`src/rtl/eth_tx_frame_arbiter_pkg.sv`:
```
`default_nettype none
// ============================================================================
// Package  : eth_tx_frame_arbiter_pkg
// Purpose  : Shared types, header field positions and beat-count helper for
//            the TX frame arbiter.
// Revision : 1.0 - initial release
// ============================================================================
package eth_tx_frame_arbiter_pkg;

    typedef enum logic [1:0] {
        IDLE    = 2'd0,
        HDR     = 2'd1,
        PAYLOAD = 2'd2
    } eth_tx_arb_state_e;

    localparam int HDR_SIZE_LSB   = 0;
    localparam int HDR_SIZE_MSB   = 15;
    localparam int HDR_SIZE_W     = HDR_SIZE_MSB - HDR_SIZE_LSB + 1;
    localparam int HDR_OFFSET_LSB = 16;
    localparam int HDR_OFFSET_MSB = 19;
    localparam int HDR_OFFSET_W   = HDR_OFFSET_MSB - HDR_OFFSET_LSB + 1;
    localparam int BEATS_W        = 17;

    // size-1 wraps in 16 bits, so size==0 yields 65536 bytes worth of beats.
    function automatic logic [BEATS_W-1:0] calc_beats(input logic [HDR_SIZE_W-1:0] size,
                                                      input int unsigned           shift);
        logic [HDR_SIZE_W-1:0] last_byte;
        last_byte = size - HDR_SIZE_W'(1);
        return {1'b0, last_byte >> shift} + BEATS_W'(1);
    endfunction

    function automatic logic [HDR_OFFSET_W-1:0] hdr_offset(input logic [63:0] word);
        return word[HDR_OFFSET_MSB:HDR_OFFSET_LSB];
    endfunction

endpackage
`default_nettype wire

```
`src/rtl/eth_tx_frame_arbiter_if.sv`:
```
`default_nettype none
// ============================================================================
// Interface: eth_tx_frame_arbiter_if
// Purpose  : Per-source request bus plus the shared frame stream toward the
//            TX converter. slave = arbiter side, master = sources/converter.
// Revision : 1.0 - initial release
// ============================================================================
interface eth_tx_frame_arbiter_if #(
    parameter int NUM_REQ          = 4,
    parameter int FRAME_WORD_WIDTH = 64,
    parameter int ID_W             = $clog2(NUM_REQ)
);
    logic [NUM_REQ*FRAME_WORD_WIDTH-1:0] req_data_i;
    logic [NUM_REQ-1:0]                  req_v_i;
    logic [NUM_REQ-1:0]                  req_yumi_o;
    logic [FRAME_WORD_WIDTH-1:0]         frame_data_o;
    logic                                frame_data_v_o;
    logic                                frame_data_yumi_i;
    logic [ID_W-1:0]                     grant_id_o;
    logic                                busy_o;

    modport slave (
        input  req_data_i,
        input  req_v_i,
        input  frame_data_yumi_i,
        output req_yumi_o,
        output frame_data_o,
        output frame_data_v_o,
        output grant_id_o,
        output busy_o
    );

    modport master (
        output req_data_i,
        output req_v_i,
        output frame_data_yumi_i,
        input  req_yumi_o,
        input  frame_data_o,
        input  frame_data_v_o,
        input  grant_id_o,
        input  busy_o
    );
endinterface
`default_nettype wire

```
`src/rtl/eth_tx_rr_picker.sv`:
```
`default_nettype none
// ============================================================================
// Module   : eth_tx_rr_picker
// Purpose  : Combinational round-robin priority encoder: first valid source
//            at or after the pointer, wrapping.
// Revision : 1.0 - initial release
// ============================================================================
module eth_tx_rr_picker #(
    parameter int NUM_REQ = 4,
    parameter int ID_W    = $clog2(NUM_REQ)
) (
    input  logic [NUM_REQ-1:0] valid_i,
    input  logic [ID_W-1:0]    ptr_i,
    output logic [ID_W-1:0]    grant_o,
    output logic               any_v_o
);
    logic [ID_W-1:0] w_idx;

    // Walk from the farthest offset back to the pointer so the nearest wins.
    always_comb begin
        grant_o = '0;
        w_idx   = '0;
        for (int k = NUM_REQ - 1; k >= 0; k--) begin
            w_idx = ID_W'((int'(ptr_i) + k) % NUM_REQ);
            if (valid_i[w_idx]) begin
                grant_o = w_idx;
            end
        end
    end

    assign any_v_o = |valid_i;

endmodule
`default_nettype wire

```
`src/rtl/eth_tx_frame_arbiter.sv`:
```
`default_nettype none
// ============================================================================
// Module   : eth_tx_frame_arbiter
// Purpose  : Whole-frame round-robin arbiter for the shared TX frame stream.
//            Macro ETH_TX_ARB_ZERO_LEN_DROP_EN: consume size-0 headers silently.
// Revision : 1.0 - initial release
// ============================================================================
module eth_tx_frame_arbiter #(
    parameter int NUM_REQ          = 4,
    parameter int AXIS_DATA_WIDTH  = 64,
    parameter int FRAME_WORD_WIDTH = 64
) (
    input  logic                  clk_i,
    input  logic                  reset_i,
    eth_tx_frame_arbiter_if.slave bus
);
    import eth_tx_frame_arbiter_pkg::*;

    localparam int              ID_W       = $clog2(NUM_REQ);
    localparam int              BEAT_SHIFT = $clog2(AXIS_DATA_WIDTH / 8);
    localparam logic [ID_W-1:0] LAST_ID    = ID_W'(NUM_REQ - 1);

    eth_tx_arb_state_e           state_q, state_d;
    logic [ID_W-1:0]             grant_q, grant_d;
    logic [ID_W-1:0]             rr_ptr_q, rr_ptr_d;
    logic [BEATS_W-1:0]          beats_left_q, beats_left_d;

    logic [ID_W-1:0]             w_pick_id;
    logic                        w_pick_v;
    logic [FRAME_WORD_WIDTH-1:0] w_word;
    logic [HDR_SIZE_W-1:0]       w_size;
    logic                        w_active;
    logic                        w_src_v;
    logic                        w_hdr_drop;
    logic                        w_consume;
    logic [NUM_REQ-1:0]          w_req_yumi;
    logic [ID_W-1:0]             w_next_ptr;

    eth_tx_rr_picker #(
        .NUM_REQ (NUM_REQ),
        .ID_W    (ID_W)
    ) u_picker (
        .valid_i (bus.req_v_i),
        .ptr_i   (rr_ptr_q),
        .grant_o (w_pick_id),
        .any_v_o (w_pick_v)
    );

    always_comb begin
        w_word = '0;
        for (int i = 0; i < NUM_REQ; i++) begin
            if (grant_q == ID_W'(i)) begin
                w_word = bus.req_data_i[i*FRAME_WORD_WIDTH +: FRAME_WORD_WIDTH];
            end
        end
    end

    assign w_active   = (state_q != IDLE);
    assign w_src_v    = bus.req_v_i[grant_q];
    assign w_size     = w_word[HDR_SIZE_MSB:HDR_SIZE_LSB];
    assign w_next_ptr = (grant_q == LAST_ID) ? '0 : grant_q + ID_W'(1);

`ifdef ETH_TX_ARB_ZERO_LEN_DROP_EN
    assign w_hdr_drop = (state_q == HDR) && w_src_v && (w_size == '0);
`else
    assign w_hdr_drop = 1'b0;
`endif

    // A dropped header is consumed by the arbiter itself, not by the converter.
    assign w_consume = w_hdr_drop || (w_active && bus.frame_data_yumi_i);

    always_comb begin
        w_req_yumi = '0;
        if (w_consume) begin
            w_req_yumi[grant_q] = 1'b1;
        end
    end

    assign bus.req_yumi_o     = w_req_yumi;
    assign bus.frame_data_o   = w_word;
    assign bus.frame_data_v_o = w_active && w_src_v && !w_hdr_drop;
    assign bus.grant_id_o     = grant_q;
    assign bus.busy_o         = w_active;

    always_comb begin
        state_d      = state_q;
        grant_d      = grant_q;
        rr_ptr_d     = rr_ptr_q;
        beats_left_d = beats_left_q;
        case (state_q)
            IDLE: begin
                if (w_pick_v) begin
                    grant_d = w_pick_id;
                    state_d = HDR;
                end
            end
            HDR: begin
                if (w_hdr_drop) begin
                    state_d  = IDLE;
                    rr_ptr_d = w_next_ptr;
                end else if (bus.frame_data_yumi_i) begin
                    beats_left_d = calc_beats(w_size, BEAT_SHIFT);
                    state_d      = PAYLOAD;
                end
            end
            PAYLOAD: begin
                if (bus.frame_data_yumi_i) begin
                    beats_left_d = beats_left_q - BEATS_W'(1);
                    if (beats_left_q == BEATS_W'(1)) begin
                        state_d  = IDLE;
                        rr_ptr_d = w_next_ptr;
                    end
                end
            end
            default: begin
                state_d = IDLE;
            end
        endcase
    end

    always_ff @(posedge clk_i) begin
        if (reset_i) begin
            state_q      <= IDLE;
            grant_q      <= '0;
            rr_ptr_q     <= '0;
            beats_left_q <= '0;
        end else begin
            state_q      <= state_d;
            grant_q      <= grant_d;
            rr_ptr_q     <= rr_ptr_d;
            beats_left_q <= beats_left_d;
        end
    end

endmodule
`default_nettype wire

```
`src/flat_wrapper.sv`:
```
// flat-port wrapper written by rule: the top's interface ports become plain ports
module eth_tx_frame_arbiter_flat import eth_tx_frame_arbiter_pkg::*;
#(
    parameter int NUM_REQ          = 4,
    parameter int AXIS_DATA_WIDTH  = 64,
    parameter int FRAME_WORD_WIDTH = 64
)
  (clk_i, reset_i, bus_req_data_i, bus_req_v_i, bus_frame_data_yumi_i, bus_req_yumi_o, bus_frame_data_o, bus_frame_data_v_o, bus_grant_id_o, bus_busy_o);
  eth_tx_frame_arbiter_if #(.NUM_REQ(NUM_REQ), .FRAME_WORD_WIDTH(FRAME_WORD_WIDTH)) bus_i ();
  input  logic clk_i;
  input  logic reset_i;
  input wire logic [$bits(bus_i.req_data_i)-1:0] bus_req_data_i;
  input wire logic [$bits(bus_i.req_v_i)-1:0] bus_req_v_i;
  input wire logic [$bits(bus_i.frame_data_yumi_i)-1:0] bus_frame_data_yumi_i;
  output wire logic [$bits(bus_i.req_yumi_o)-1:0] bus_req_yumi_o;
  output wire logic [$bits(bus_i.frame_data_o)-1:0] bus_frame_data_o;
  output wire logic [$bits(bus_i.frame_data_v_o)-1:0] bus_frame_data_v_o;
  output wire logic [$bits(bus_i.grant_id_o)-1:0] bus_grant_id_o;
  output wire logic [$bits(bus_i.busy_o)-1:0] bus_busy_o;
  assign bus_i.req_data_i = bus_req_data_i;
  assign bus_i.req_v_i = bus_req_v_i;
  assign bus_i.frame_data_yumi_i = bus_frame_data_yumi_i;
  assign bus_req_yumi_o = bus_i.req_yumi_o;
  assign bus_frame_data_o = bus_i.frame_data_o;
  assign bus_frame_data_v_o = bus_i.frame_data_v_o;
  assign bus_grant_id_o = bus_i.grant_id_o;
  assign bus_busy_o = bus_i.busy_o;
  eth_tx_frame_arbiter #(.NUM_REQ(NUM_REQ), .AXIS_DATA_WIDTH(AXIS_DATA_WIDTH), .FRAME_WORD_WIDTH(FRAME_WORD_WIDTH)) u_core (.clk_i(clk_i), .reset_i(reset_i), .bus(bus_i));
endmodule
```
`config.mk`:
```
export PLATFORM = sky130hd
export DESIGN_NAME = eth_tx_frame_arbiter_flat
export DESIGN_NICKNAME = d
export VERILOG_FILES = /design/src/rtl/eth_tx_frame_arbiter_pkg.sv /design/src/rtl/eth_tx_frame_arbiter_if.sv /design/src/rtl/eth_tx_rr_picker.sv /design/src/rtl/eth_tx_frame_arbiter.sv /design/src/flat_wrapper.sv
export SDC_FILE = /design/constraint.sdc
export NUM_CORES = 1
export LEC_CHECK = 0
export CAP_MARGIN = 0
export CORE_AREA = 2 2 131 133
export DETAILED_ROUTE_END_ITERATION = 8
export DIE_AREA = 0 0 133 135
export PLACE_DENSITY_LB_ADDON = 0.2
export SETUP_SLACK_MARGIN = 0.3
export SLEW_MARGIN = 20
export SYNTH_ARGS = -nofsm -noshare
export SYNTH_HDL_FRONTEND = slang
export SYNTH_SLANG_ARGS = --single-unit
```
`constraint.sdc`:
```
create_clock -name clk_i -period 6.4 [get_ports clk_i]
set_input_delay 0.96 -clock clk_i [delete_from_list [all_inputs] [get_ports clk_i]]
set_output_delay 0.96 -clock clk_i [all_outputs]
set_load 0.02 [all_outputs]
```
==> impl_metrics.py, run 1 <==
metrics = {
    "status": {
        "outcome": "completed",
    },
    "worst_setup_path": {
        "worstPathArrival_ns": 3.37,
        "cp.required_ns": 5.44,
        "path_max_fanout": 80,
        "start_kind": "register",
        "crit_type": "register to primary output",
        "endpoint_kind": "primary output",
    },
    "global_routing": {
        "grt_overflow": 0,
        "antenna_found_initial": 1,
        "grt_start_max_net_pins": 102,
        "track_usage_pct": 22.3,
        "grt_pass1_vias": 5761,
        "grt_pass1_wl_microns": 31900,
    },
    "placed_design": {
        "place_congestion": 0.916,
        "port_buffers": 334,
        "hpwl_microns": 16900,
    },
    "synth": {
        "synth_warnings": 0,
        "yosysMostFrequentCell": "nand2_1",
        "synth.distinct_cells": 64,
        "ys_top_cells_by_area": "a21oi_1 15%, nand2_1 13%, nor2_1 12%",
        "synthCells": 743,
        "netlist_area_sq_um": 4100,
        "synthFlopType": "dfxtp_1",
        "synth_area_per_cell_sq_um": 5.51,
        "synth_edf_count": 0,
        "yosysSeqAreaShare_pct": 11.2,
        "ys_seq_elements": 23,
        "yosys.area.top_type_share_pct": 14.8,
        "syn_nets": 1013,
        "ys_async_sr_fraction_pct": 0,
        "synth_top_cell_by_area": "a21oi_1",
        "synth_common_cells": "142 x nand2_1, 131 x nor2_1, 121 x a21oi_1",
    },
    "clock_network": {
        "cts_resized": 0,
        "clock-sinks": 23,
        "htree_levels": 1,
        "post_cts.repair.setup_buffers": 0,
        "ctsLongestPathBuffers": 2,
        "clock-root-buffer": "clkbuf_16",
        "clock_latency_ns": 0.26,
        "cts_tree": "built",
        "hold_buffers": 0,
        "cts.clk_slew.worst_paths_ns": 0.06,
        "numCtsBuffers": 3,
    },
    "cells_and_area": {
        "fillerInstances": 1731,
        "layout.nets": 1296,
        "diodes": 0,
        "syn_to_final_growth_pct": 86.0,
        "drive_above_1_share_pct": 3.12,
    },
    "route": {
        "vias": 6167,
        "route.detailed.drc": 0,
        "ant_nets": 0,
        "dr.first_iter.drc_count": 460,
        "viasPerCell": 4.95,
        "wl_per_cell_microns": 17.0,
        "first_pass_iters": 5,
        "wirelength_microns": 21200,
    },
    "timing": {
        "hold_viol_final": 0,
        "tns_ns": 0,
        "slew_violations": 0,
        "period_minus_slack_ns": 4.33,
        "tightest_slew_ns": 1.03,
        "maxSlewHeadroom_pct": 31.2,
        "setup-violations-final": 0,
        "rsz0062_at_grt": "no",
        "finalCritPeriodShare_pct": 67.7,
        "finalClockSkew_ns": 0.00280,
        "max_freq_mhz": 231,
    },
    "floorplan": {
        "die_h_microns": 135,
        "io_pins": 335,
        "initial_core_util_pct": 25.0,
        "die-area_sq_um": 18000,
        "core.rowCount": 47,
        "core-area_sq_um": 16400,
        "fp.dieW_microns": 133,
    },
    "power_and_ir_drop": {
        "vdd_drop_max_uv": 96.7,
        "total_power_uw": 1220,
        "p_per_area_nw_per_um2": 160,
        "power_leakage_uw": 0.00287,
    },
    "flow_run": {
        "cap_violations": 0,
    },
    "worst_hold_path": {
        "min_path_type": "register to register",
    },
}
[through the flow]
step	cells	util (%)	hold WS (ns)	setup WS (ns)	area, sq um
after global placement	1241	45.9	0.482	2.22	7540
after floorplan	743	-	0.458	2.75	4100
final	1245	46.5	0.502	2.07	7620
after CTS	1245	46.5	0.496	2.03	7620
after global routing	1245	46.5	0.537	1.74	7620
after detailed placement	1241	45.9	0.488	2.13	7540
[critical path: stages, from the launching register on]
cell	delay, ns
dfxtp_1	0.52
ha_4	0.72
buf_4	0.54
o21ai_0	0.18
a22oi_1	0.41
inv_1	0.16
clkdlybuf4s50_1	0.57
[kinds of logic after synthesis]
logic type / after synthesis / synth area share (%)
and+or+nand+nor: 360 / 38.2
muxes: 4 / 1.62
adders and majority gates: 7 / 2.14
xor gates and xnor gates: 13 / 2.78
DFF: 23 / 11.2
buffers and inverters: 77 / 7.57
AOI/OAI and AO/OA: 259 / 36.5
[power by group]
group / total (uW) / switching (uW) / internal, uW
sequential: 185 / 25.8 / 159
combinational: 893 / 458 / 436
clock: 141 / 56.0 / 84.9
[routing by layer]
layer	wire, microns	part of all wire [%]	GRT usage, %	vias to the layer above
met2	10800	51	40.9	225
met3	1710	8.1	6.34	26
met5	13	0.061	0	-
met1	8270	39	26.0	2755
li1	-	-	-	3159
met4	393	1.9	4.30	2
[cell usage in the layout (no fill, tap or decap), types with 4 or more instances in the layout]
cell,n
inv_1,15
nand3b_1,4
a31oi_1,5
nor4_1,5
and3_1,6
xor2_1,4
xnor2_1,9
nand3_1,10
o211ai_1,10
o22ai_1,13
a22oi_1,5
clkdlybuf4s50_1,334
or2_2,6
buf_4,4
nand2_1,142
o22a_1,5
and2_1,8
nor2_1,131
or3_1,4
nor2b_1,5
dfxtp_1,23
o21ai_0,71
a21oi_1,121
nand2b_1,8
nor3_1,17
[flip-flops by register name, indices dropped and copies added, names as in the netlist]
name,count
u_core.rr_ptr_q,2
u_core.bus.grant_id_o,2
u_core.state_q,2
u_core.beats_left_q,17
[worst paths after layout]
| kind | start | endpoint | slack [ns] | cells past startpoint |
|---|---|---|---|---|
| setup / recovery | u_core.bus.grant_id_o[0] | bus_frame_data_o[14] | 2.07 | 6 |
| hold / removal | u_core.rr_ptr_q[0] | u_core.rr_ptr_q[0] | 0.50 | 2 |
| setup reg to reg | u_core.bus.grant_id_o[0] | u_core.beats_left_q[8] | 2.11 | 13 |
| hold reg to reg | u_core.rr_ptr_q[0] | u_core.rr_ptr_q[0] | 0.50 | 2 |
[layout make-up]
class | count | area (sq um) | share of cell area (%)
sequential | 23 | 460 | 6.04
multi-input combinational | 643 | 3370 | 44.2
inverter | 17 | 63.8 | 0.837
clock inverter | 1 | 7.51 | 0.0985
timing repair buffer | 338 | 3370 | 44.3
tap | 220 | 275 | 3.61
clock buffer | 3 | 75.1 | 0.985
No activity file was read; power rests on OpenSTA's default activity.
==> run 2: changes to the inputs <==
--- a/config.mk
+++ b/config.mk
@@ -6,9 +6,9 @@
 export NUM_CORES = 1
 export LEC_CHECK = 0
 export CAP_MARGIN = 0
-export CORE_AREA = 2 2 131 133
+export CORE_AREA = 2 2 129 131
 export DETAILED_ROUTE_END_ITERATION = 8
-export DIE_AREA = 0 0 133 135
+export DIE_AREA = 0 0 131 133
 export PLACE_DENSITY_LB_ADDON = 0.2
 export SETUP_SLACK_MARGIN = 0.3
 export SLEW_MARGIN = 20
==> constraint.sdc (replaced) <==
create_clock -name clk_i -period 3.8 [get_ports clk_i]
set_input_delay 0.57 -clock clk_i [delete_from_list [all_inputs] [get_ports clk_i]]
set_output_delay 0.57 -clock clk_i [all_outputs]
set_load 0.02 [all_outputs]
==> impl_metrics.py, run 2 (synthesized netlist as in run 1, its figures left out) <==
metrics = {
    "cells_and_area": {
        "largest_reg_flops": 17,
        "fin_util_pct": 48.2,
        "fillerInstances": 1689,
        "drive_above_1_share_pct": 4.92,
        "largest_register": "u_core.beats_left_q",
        "syn_to_final_growth_pct": 90.2,
        "regArea_sq_um": 465,
        "final_common_cell": "clkdlybuf4s50_1",
        "layout.nets": 1308,
        "layout.cells.non_filler": 1260,
        "multi_input_area_sq_um": 3390,
        "final_cell_mix": "334 x clkdlybuf4s50_1, 142 x nand2_1, 131 x nor2_1",
    },
    "status": {
        "outcome": "completed",
    },
    "route": {
        "wl_per_cell_microns": 17.0,
        "first_pass_iters": 4,
        "dr.first_iter.drc_count": 364,
        "route.detailed.drc": 0,
        "ant_nets": 0,
        "vias": 6124,
        "wirelength_microns": 21400,
        "viasPerCell": 4.86,
    },
    "floorplan": {
        "die_h_microns": 133,
        "io_pins": 335,
        "die-area_sq_um": 17400,
        "core-area_sq_um": 16200,
        "fp.dieW_microns": 131,
        "initial_core_util_pct": 25.3,
        "core.rowCount": 47,
    },
    "power_and_ir_drop": {
        "p_per_area_nw_per_um2": 269,
        "power_leakage_uw": 0.00295,
        "vdd_drop_max_uv": 146,
    },
    "timing": {
        "tightest_slew_ns": 1.07,
        "finalClockSkew_ns": 0.00325,
        "setup-violations-final": 0,
        "period_minus_slack_ns": 3.32,
        "hold_viol_final": 0,
        "worst_slack_ns": 0.482,
        "maxSlewHeadroom_pct": 28.7,
        "slew_violations": 0,
        "finalCritPeriodShare_pct": 87.3,
        "max_freq_mhz": 301,
        "rsz0062_at_grt": "yes",
        "tns_ns": 0,
    },
    "global_routing": {
        "grt_pass1_vias": 5928,
        "grt_start_max_net_pins": 102,
        "grt_pass1_wl_microns": 32100,
        "track_usage_pct": 23.5,
        "grt_overflow": 0,
        "antenna_found_initial": 3,
    },
    "worst_setup_path": {
        "cpPeakStageDelay_ns": 0.40,
        "reg2reg_to": "u_core.beats_left_q[8]",
        "cp.required_ns": 3.95,
        "path_max_fanout": 7,
        "path_buf_inv": 2,
        "path_delay_family": "compound AO/OA/AOI/OAI gates",
        "worstRegToRegCells": 14,
        "worstPathArrival_ns": 3.47,
        "crit_type": "register to register",
        "endpoint_kind": "register",
        "cp_cell_sequence": "inv_1 > ha_4 > or2_4 > a221o_1 > and2_1 > nor3_2 > xnor2_1 > ha_2 > inv_1 > a31o_2 > o22ai_2 > nand2_1 > xnor2_1 > a2111oi_2",
        "rr_startpoint": "u_core.bus.grant_id_o[0]",
        "critPathSlowestCell": "dfxtp_4",
        "rrSetupSlack_ns": 0.48,
        "start_kind": "register",
    },
    "placed_design": {
        "post-place-cells": 1252,
        "port_buffers": 334,
        "hpwl_microns": 17200,
        "place_congestion": 0.959,
        "post-place-ws_ns": 0.0831,
    },
    "worst_hold_path": {
        "min_from": "u_core.beats_left_q[3]",
        "min_path_type": "register to register",
        "hold_end": "u_core.beats_left_q[3]",
        "holdPathStages": 2,
    },
    "clock_network": {
        "ctsLongestPathBuffers": 2,
        "numCtsBuffers": 3,
        "clock-root-buffer": "clkbuf_16",
        "clock_latency_ns": 0.26,
        "htree_levels": 1,
        "cts.clk_slew.worst_paths_ns": 0.06,
        "clock-sinks": 23,
        "cts_tree": "built",
    },
    "flow_run": {
        "cap_violations": 0,
    },
}
[run 2: cell types whose count changed in the layout (fill, tap and decap cells not counted), moves of 2 or more]
cell      change
buf_12        +2
buf_4         +7
clkbuf_8      +3
dfxtp_1       -2
diode_2       +3
[run 2: how the worst max path moves through the flow]
stage                                   startpoint                      to  slack (ns)  cells after the start
after floorplan           u_core.bus.grant_id_o[1]  u_core.beats_left_q[8]        0.33                     15
after global placement    u_core.bus.grant_id_o[0]  u_core.beats_left_q[8]        0.24                     14
after detailed placement  u_core.bus.grant_id_o[0]  u_core.beats_left_q[8]        0.08                     14
after CTS                 u_core.bus.grant_id_o[0]  u_core.beats_left_q[8]        0.32                     14
after global routing      u_core.bus.grant_id_o[0]  u_core.beats_left_q[8]        0.25                     14
final                     u_core.bus.grant_id_o[0]  u_core.beats_left_q[8]        0.48                     14
[run 2: repair_timing]
action	CTS	global route
pin swaps	0	1
buffers inserted	0	1
setup endpoints to repair	5	45
gates resized for setup	4	10
hold buffers	0	0
[run 2: power by group]
part           switching [uW]  internal, uW
Sequential               37.4           269
Combinational             792           761
Clock                    93.6           144
Total                     923          1170
[run 2: area by class of cell]
class	count	area share [%]
Sequential cell	23	5.97
Inverter	17	0.819
Antenna cell	3	0.0963
Timing Repair Buffer	350	45.0
Multi-Input combinational cell	643	43.6
Clock buffer	4	1.01
Tap cell	220	3.53
[run 2: per-layer routing]
metal | GRT usage [%] | part of all wire [%] | vias to the layer above
met3 | 6.67 | 7.2 | 31
met2 | 41.2 | 51 | 183
met1 | 27.6 | 40 | 2727
met5 | 0 | 0 | -
li1 | - | - | 3183
met4 | 6.26 | 2.4 | 0
[run 2: worst register-to-register path: cells and delay by family (launching register included)]
kind,cells,cell delay [ns]
and+or+nand+nor,4,0.79
adders and majority gates,2,0.43
buffers and inverters,2,0.21
xor gates and xnor gates,2,0.30
AOI/OAI and AO/OA,4,1.09
DFF,1,0.40
[run 2: through the flow]
step | cell area, sq um | hold slack, ns | power, uW
after floorplan | 4100 | 0.458 | 1110
after global placement | 7650 | 0.478 | 1840
after detailed placement | 7650 | 0.500 | 1840
after CTS | 7740 | 0.509 | 2090
after global routing | 7790 | 0.538 | 2260
final | 7790 | 0.510 | 2100
